===== config.mk =====
export PLATFORM = sky130hd
export DESIGN_NAME = peak_finder
export DESIGN_NICKNAME = d
export VERILOG_FILES = /design/src/rtl/package_settings.sv /design/src/rtl/peak_finder.sv
export SDC_FILE = /design/constraint.sdc
export NUM_CORES = 1
export LEC_CHECK = 0
export CAP_MARGIN = 20
export CELL_PAD_IN_SITES_DETAIL_PLACEMENT = 0
export CELL_PAD_IN_SITES_GLOBAL_PLACEMENT = 1
export CORE_MARGIN = 3
export CORE_UTILIZATION = 30
export CTS_BUF_LIST = sky130_fd_sc_hd__clkbuf_8
export DETAILED_ROUTE_END_ITERATION = 6
export PLACE_DENSITY_LB_ADDON = 0.12
export SLEW_MARGIN = 20
export SYNTH_ARGS = -nofsm -noshare
export SYNTH_HDL_FRONTEND = slang
export SYNTH_SLANG_ARGS = --single-unit

===== constraint.sdc =====
create_clock -name clk -period 5.8 [get_ports clk]
set_clock_uncertainty 0.15 [all_clocks]
set_input_delay 1.45 -clock clk [delete_from_list [all_inputs] [get_ports clk]]
set_output_delay 1.45 -clock clk [all_outputs]
set_load 0.01 [all_outputs]

===== src/rtl/package_settings.sv =====
// Shared settings for the filter chain and its downstream peak finders.
package package_settings;

  localparam int unsigned SIZE_FILTER_DATA = 16;
  localparam int unsigned SIZE_TIMESTAMP   = 16;
  localparam int unsigned PEAK_DEAD_TIME   = 8;
  localparam int unsigned PEAK_MAX_WIDTH   = 64;

  typedef enum logic [1:0] {
    IDLE     = 2'd0,
    ARMED    = 2'd1,
    DEAD     = 2'd2,
    WAIT_LOW = 2'd3
  } peak_state_t;

  // Record layout for consumers that pack the default-width outputs into one word.
  typedef struct packed {
    logic signed [SIZE_FILTER_DATA-1:0] amplitude;
    logic [SIZE_TIMESTAMP-1:0]          timestamp;
    logic                               pileup;
  } peak_record_t;

  function automatic logic [15:0] sat_inc16(input logic [15:0] value);
    return (value == 16'hFFFF) ? value : value + 16'd1;
  endfunction

endpackage


===== src/rtl/peak_finder.sv =====
// Threshold-triggered peak detector: reports peak amplitude and timestamp per pulse,
// flags over-long pulses as pile-up and holds off re-arming for a dead time.
module peak_finder
  import package_settings::*;
#(
  parameter int unsigned DATA_W    = SIZE_FILTER_DATA,
  parameter int unsigned TIME_W    = SIZE_TIMESTAMP,
  parameter int unsigned DEAD_TIME = PEAK_DEAD_TIME,
  parameter int unsigned MAX_WIDTH = PEAK_MAX_WIDTH
) (
  input  logic                     clk,
  input  logic                     reset,
  input  logic signed [DATA_W-1:0] input_data,
  input  logic signed [DATA_W-1:0] threshold,
  output logic signed [DATA_W-1:0] output_amplitude,
  output logic [TIME_W-1:0]        output_time,
  output logic                     output_pileup,
  output logic                     output_valid,
  output logic [15:0]              output_count,
  output logic                     busy
);

  localparam int unsigned WidthW = (MAX_WIDTH > 2) ? $clog2(MAX_WIDTH) : 1;
  localparam int unsigned DeadW  = (DEAD_TIME > 1) ? $clog2(DEAD_TIME) : 1;
  // width_q counts samples already in the pulse, so the current one is width_q + 1.
  localparam logic [WidthW-1:0] WidthLast = WidthW'(MAX_WIDTH - 1);
  localparam logic [DeadW-1:0]  DeadLoad  = DeadW'(DEAD_TIME - 1);

  logic [TIME_W-1:0]        ts_q;
  logic signed [DATA_W-1:0] s_q;
  logic [TIME_W-1:0]        s_time;

  peak_state_t              state_q, state_d;
  logic signed [DATA_W-1:0] max_q, max_d;
  logic [TIME_W-1:0]        max_time_q, max_time_d;
  logic [WidthW-1:0]        width_q, width_d;
  logic [DeadW-1:0]         dead_q, dead_d;

  logic                     above;
  logic                     emit;
  logic                     emit_pileup;

  logic signed [DATA_W-1:0] amp_q;
  logic [TIME_W-1:0]        time_q;
  logic                     pileup_q;
  logic                     valid_q;
  logic [15:0]              count_q;

  // s_q was captured one edge ago, when the counter was one lower than now.
  assign s_time = ts_q - TIME_W'(1);
  assign above  = (s_q > threshold);

  always_comb begin
    state_d     = state_q;
    max_d       = max_q;
    max_time_d  = max_time_q;
    width_d     = width_q;
    dead_d      = dead_q;
    emit        = 1'b0;
    emit_pileup = 1'b0;
    unique case (state_q)
      IDLE: begin
        if (above) begin
          state_d    = ARMED;
          max_d      = s_q;
          max_time_d = s_time;
          width_d    = WidthW'(1);
        end
      end
      ARMED: begin
        // Strict compare keeps the first of equal peaks.
        if (s_q > max_q) begin
          max_d      = s_q;
          max_time_d = s_time;
        end
        width_d = width_q + WidthW'(1);
        if (!above) begin
          emit    = 1'b1;
          state_d = DEAD;
          dead_d  = DeadLoad;
        end else if (width_q == WidthLast) begin
          emit        = 1'b1;
          emit_pileup = 1'b1;
          state_d     = DEAD;
          dead_d      = DeadLoad;
        end
      end
      DEAD: begin
        if (dead_q == '0) begin
          state_d = above ? WAIT_LOW : IDLE;
        end else begin
          dead_d = dead_q - DeadW'(1);
        end
      end
      WAIT_LOW: begin
        if (!above) begin
          state_d = IDLE;
        end
      end
      default: state_d = IDLE;
    endcase
  end

  always_ff @(posedge clk) begin
    if (reset) begin
      ts_q       <= '0;
      s_q        <= '0;
      state_q    <= IDLE;
      max_q      <= '0;
      max_time_q <= '0;
      width_q    <= '0;
      dead_q     <= '0;
      amp_q      <= '0;
      time_q     <= '0;
      pileup_q   <= 1'b0;
      valid_q    <= 1'b0;
      count_q    <= '0;
    end else begin
      ts_q       <= ts_q + TIME_W'(1);
      s_q        <= input_data;
      state_q    <= state_d;
      max_q      <= max_d;
      max_time_q <= max_time_d;
      width_q    <= width_d;
      dead_q     <= dead_d;
      valid_q    <= emit;
      if (emit) begin
        amp_q    <= max_d;
        time_q   <= max_time_d;
        pileup_q <= emit_pileup;
        count_q  <= sat_inc16(count_q);
      end
    end
  end

  assign output_amplitude = amp_q;
  assign output_time      = time_q;
  assign output_pileup    = pileup_q;
  assign output_valid     = valid_q;
  assign output_count     = count_q;
  assign busy             = (state_q != IDLE);

endmodule


# Word-level counts from Yosys, hierarchy flattened

Cells that the tools add are included.

Bits in registers: 125
Output and inout port bits: 51

$add $sub $neg: 5
$lt $le $gt $ge: 2
Eq/ne operators: 10
Multiplexer cells: 24
Bitwise gates (word level): 1
Reductions and logical operators: 9

Operators with widths:

| operator                                           | number |
|---|---|
| two-way mux 16 bit                                 | 4 |
| case mux 16 bit (2 select lines)                   | 2 |
| adder 16 x 1 -> 16 bit, second input constant      | 2 |
| greater-than comparator 16 bit                     | 2 |
| equality test 16 bit, second input constant        | 1 |
| subtractor 16 x 1 -> 16 bit, second input constant | 1 |
| two-way mux 2 bit                                  | 6 |
| case mux 6 bit (2 select lines)                    | 1 |
| two-way mux 3 bit                                  | 3 |
| != test 2 bit, second input constant               | 4 |
| case mux 2 bit (4 select lines)                    | 1 |
| adder 6 x 1 -> 6 bit, second input constant        | 1 |
| equality test 6 bit, second input constant         | 1 |
| two-way mux 6 bit                                  | 1 |
| case mux 3 bit (2 select lines)                    | 1 |
| nonzero test 2 bit                                 | 3 |
| two-way mux 1 bit                                  | 5 |
| equality test 2 bit, second input constant         | 2 |
| AND reduction 2 bit                                | 2 |
| AND reduction 4 bit                                | 1 |
| logical NOT 3 bit                                  | 1 |
| != test 3 bit, second input constant               | 1 |
| AND reduction 3 bit                                | 1 |
| subtractor 3 x 1 -> 3 bit, second input constant   | 1 |
| other kinds (3)                                    | 3 |

# Depth between registers and ports, before layout

Depth after elaboration: 5
Depth in mapped cells: 11
Mapped depth without buffers: 9

# Worst setup path before layout

OpenSTA, ideal clock, no wires.

Kind: input-to-reg
Start point: input port threshold[5]
End point: register count_q[10], in the netlist output_count[10]
Arrival: 3.542 ns
Required time: 5.580 ns
Slack: 2.037 ns
Cell stages on the path: 10
Path buffers: 1
Cell sequence: inv_1 ha_1 a211oi_1 nor2_1 o21a_1 o31ai_4 a21oi_2 buf_4 or4_1 a21oi_1

Cells in the longest elaborated chain, start to end: 4

RTL lines:

| item                                 | line               | text |
|---|---|---|
| start, declared                      | peak_finder.sv:14  | `input logic signed [DATA_W-1:0] threshold,` |
| greater-than comparator 16 bit       | peak_finder.sv:51  | `assign above = (s_q > threshold);` |
| two-way mux 1 bit                    | peak_finder.sv:77  | `if (!above) begin` |
| two-way mux 1 bit                    | peak_finder.sv:61  | `unique case (state_q)` |
| AND reduction 2 bit (no source line) | --                 |  |
| end signal, assigned                 | peak_finder.sv:131 | `count_q <= sat_inc16(count_q);` |
| end, declared                        | peak_finder.sv:47  | `logic [15:0] count_q;` |

Every way passes these cells.
A chain may end at the register's enable or synchronous reset.

# Worst setup path in the final report

Start point: input port threshold[11]
End point: register count_q[15], in the netlist output_count[15]

The elaborated chain is that of the path after synthesis.

==> summary.txt <==
Yosys
  • Fraction of registers with async set/reset: 0%
  • Post-Syn Instances: between 600 and 700
  • FF+latch count, synth: 125
  • Syn_nets: 761
  • Top_reg_cell synth: dfxtp_1
  • Mean post-synth cell area: ~8.8 sq um
  • Post-synth EDFFs: 0
  • Yosys warnings: 0
  • Mapped Area: 6030 sq um
  • Sequential cell area fraction in the yosys report: between 40% and 50%
  • Netlist cell types: 56

Clocking
  • H-tree depth: 4
  • Clk root buf: clkbuf_8
  • Hold Buf Count CTS: 0
  • Worst skew pair latency: 0.45 ns
  • Postcts setup bufs: 0
  • Post-CTS sizing: 0
  • CTS tree: done
  • Clock transition at the registers of the reported paths: approximately 0.070 ns
  • CTS Sinks: 125
  • TritonCTS Buffers: 17
  • Longest Clk Path Bufs: 2

Placed design
  • Port bufs: 84
  • Cell Area, Placed: 7060 sq um
  • DP HPWL: roughly 10 mm
  • Placed cells: 1001
  • GPL Wtd Cong: 0.765
  • Pre-CTS WS: roughly 1 ns

Detailed routing
  • Routed len/inst: about 14 microns
  • Initial drt markers: 176
  • Via count: between 4000 and 5000
  • Drt total wl: 14.5 mm
  • DR pass1 iterations: 4
  • DR DRC count: 0
  • Final ANT Viol Nets: 0
  • Vias per cell: approximately 4.8

Global routing
  • GRT Overall Usage: 13.7%
  • Grt total ovfl: 0
  • First-pass GRT wire length: 24.1 mm
  • Vias in the first global route: 4813
  • Antenna violations before repair: 0
  • Largest net degree at the start of global routing: 77

Worst setup path
  • Crit path required time: 6.03 ns
  • R2R Setup Slk: 2.23 ns
  • Worst flop-to-flop path startpoint: s_q[5]
  • Most used cell, CP: a21oi_1
  • Critical Path Start: threshold[11]
  • Worst path cell trace: clkdlybuf4s50_1, inv_1, ha_1, a21oi_1, o22ai_1, a211o_1, o31ai_4, a21oi_2, buf_4, or4_1, a21oi_1
  • Cell count along the critical path: 11
  • Crit-path max cell delay: 0.66 ns
  • Top delay family on crit path: compound AO/OA/AOI/OAI gates
  • Worst setup SP type: input pin
  • CP max stage cell: o31ai_4
  • Terminus of the critical flop-to-flop path: output_time[1]
  • Critical path arrival: 4.56 ns
  • Crit-path max FO: 42
  • Crit path kind: input pin to flip-flop
  • Worst Reg-to-Reg Cells: 9
  • Kind of end point of the critical path: flip-flop
  • Setup crit end: output_count[15]
  • WP buf/inv: 3

Layout
  • Syn-to-layout area delta: 24.5%
  • ANT cells: 0
  • Layout cells sized above 1: 6.64%
  • Fill cells: roughly 2000
  • Final std cells w/o fill: 1033
  • Final instance area: 7510 sq um
  • Final core utilization: 38.3%
  • NumNets Final: 827

Power and ir drop
  • LEAKAGE: roughly 2.9 nW
  • Pwr Density: 297 nW/um^2
  • Max VDD drop: 0.000159 V

Timing
  • Max_slew headroom: 32.0%
  • Slew Viols, Final: 0
  • Fin worst setup slack: 1.46 ns
  • RSZ-0062 raised after global routing: no
  • Peak Freq: 0.231 GHz
  • Setup TNS: 0 ns
  • Finish-stage setup viols: 0
  • Final Hold Fails: 0
  • Worst-Margin Slew: 1.01 ns
  • Fin crit share: between 70 and 80%
  • Tmin final: 4.34 ns

Die
  • Chip Height: 148 microns
  • # rows: 51
  • Initial Util: a little under a third
  • Die area: 21800 sq um
  • DIE WIDTH: approximately 150 microns
  • Core area: 19600 sq um
  • I/O pin cnt: 85

Status
  • Status: completed

Worst hold path
  • HP Class: flip-flop to flip-flop

Flow run
  • Max Cap Violations: 0
## synthesized netlist by cell type (3+ instances only)
| cell type | n | area, sq um |
|---|---|---|
| a211oi_1 | 28 | 210 |
| a21o_1 | 4 | 30.0 |
| a21oi_1 | 37 | 185 |
| a221oi_1 | 4 | 35.0 |
| and2_1 | 4 | 25.0 |
| and3_1 | 6 | 37.5 |
| and4_1 | 5 | 43.8 |
| buf_1 | 3 | 11.3 |
| buf_2 | 6 | 30.0 |
| buf_4 | 3 | 22.5 |
| clkbuf_1 | 29 | 109 |
| dfxtp_1 | 125 | 2500 |
| ha_1 | 38 | 475 |
| inv_1 | 50 | 188 |
| mux2i_1 | 25 | 250 |
| nand2_1 | 33 | 124 |
| nand2b_1 | 4 | 25.0 |
| nand3_1 | 13 | 65.1 |
| nand4_1 | 9 | 56.3 |
| nor2_1 | 95 | 357 |
| nor2b_1 | 35 | 219 |
| nor3_1 | 11 | 55.1 |
| nor3b_1 | 9 | 67.6 |
| nor4_1 | 5 | 31.3 |
| o211ai_1 | 16 | 120 |
| o21ai_0 | 11 | 55.1 |
| o31ai_1 | 10 | 75.1 |
| or3_1 | 7 | 43.8 |
| or4_1 | 12 | 90.1 |
| xnor2_1 | 7 | 61.3 |
| xor2_1 | 16 | 140 |
## worst min path at each step
| stage | start | end | slack (ns) | cells after the start |
|---|---|---|---|---|
| finish | output_time[12] | output_time[12] | 0.31 | 2 |
| global route | output_time[15] | output_time[15] | 0.33 | 2 |
| CTS | output_time[12] | output_time[12] | 0.31 | 2 |
| detailed placement | output_time[12] | output_time[12] | 0.30 | 2 |
| global placement | ts_q[0] | ts_q[0] | 0.30 | 1 |
| floorplan | ts_q[0] | ts_q[0] | 0.28 | 1 |
## layout make-up
cell class | instances | area (sq um) | share of cell area, %
Multi-Input combinational cell | 471 | 3150 | 41.9
Sequential cell | 125 | 2500 | 33.3
Timing Repair Buffer | 90 | 896 | 11.9
Tap cell | 265 | 332 | 4.42
Clock buffer | 20 | 275 | 3.67
Inverter | 50 | 188 | 2.50
Clock inverter | 12 | 169 | 2.25
## per-stage QoR
stage          hold WS (ns)  total power [W]
6_report              0.307          0.00223
5_1_grt               0.333          0.00235
4_1_cts               0.311          0.00227
3_5_place_dp          0.301          0.00140
3_3_place_gp          0.301          0.00139
2_1_floorplan         0.282          0.00126
## cells by family after synthesis
kind of cell / after synthesis / share of synthesized area, %
simple gates: 254 / 21.4
compound gates: 130 / 15.2
flops: 125 / 41.5
buf+inv: 93 / 6.35
fa+ha+maj: 38 / 7.88
mux: 26 / 4.34
xor+xnor: 23 / 3.34
## power by group
group | internal [W] | switching (W)
clock | 0.000498 | 0.000355
sequential | 0.000922 | 0.0000348
combinational | 0.000190 | 0.000228
## worst reg2reg max path, stage by stage (launching register included)
cell,delay [ns]
dfxtp_1,0.35
ha_1,0.32
a211oi_1,0.22
o21ai_0,0.21
a221o_1,0.45
o31ai_2,0.86
o21ai_4,0.09
buf_4,0.30
a221o_1,0.44
a21oi_1,0.13
## sequential cells by signal, indices dropped and copies added, names as in the netlist, 6 cells and up
signal,count
ts_q,16
s_q,16
max_q,16
output_time,16
max_time_q,16
output_amplitude,16
output_count,16
width_q,6
## cell usage in the layout, fill, tap and decap left out, types with 9 or more instances in the layout
cell	n
mux2i_1	25
o31ai_1	10
ha_1	38
clkbuf_8	20
nand3_1	13
a21oi_1	37
dfxtp_1	125
nor2b_1	35
nand2_1	33
nand4_1	9
nor3_1	11
nor3b_1	9
clkdlybuf4s50_1	83
o211ai_1	16
or4_1	12
xor2_1	16
nor2_1	95
o21ai_0	11
inv_1	52
a211oi_1	28
## per-layer routing
metal,wire (microns),part of all wire [%],track usage (%)
met5,0,0,0
met4,184,1.3,4.57
met3,485,3.4,3.80
met2,6580,46,21.4
met1,7210,50,18.4
Power figures use the tool's default switching activity.
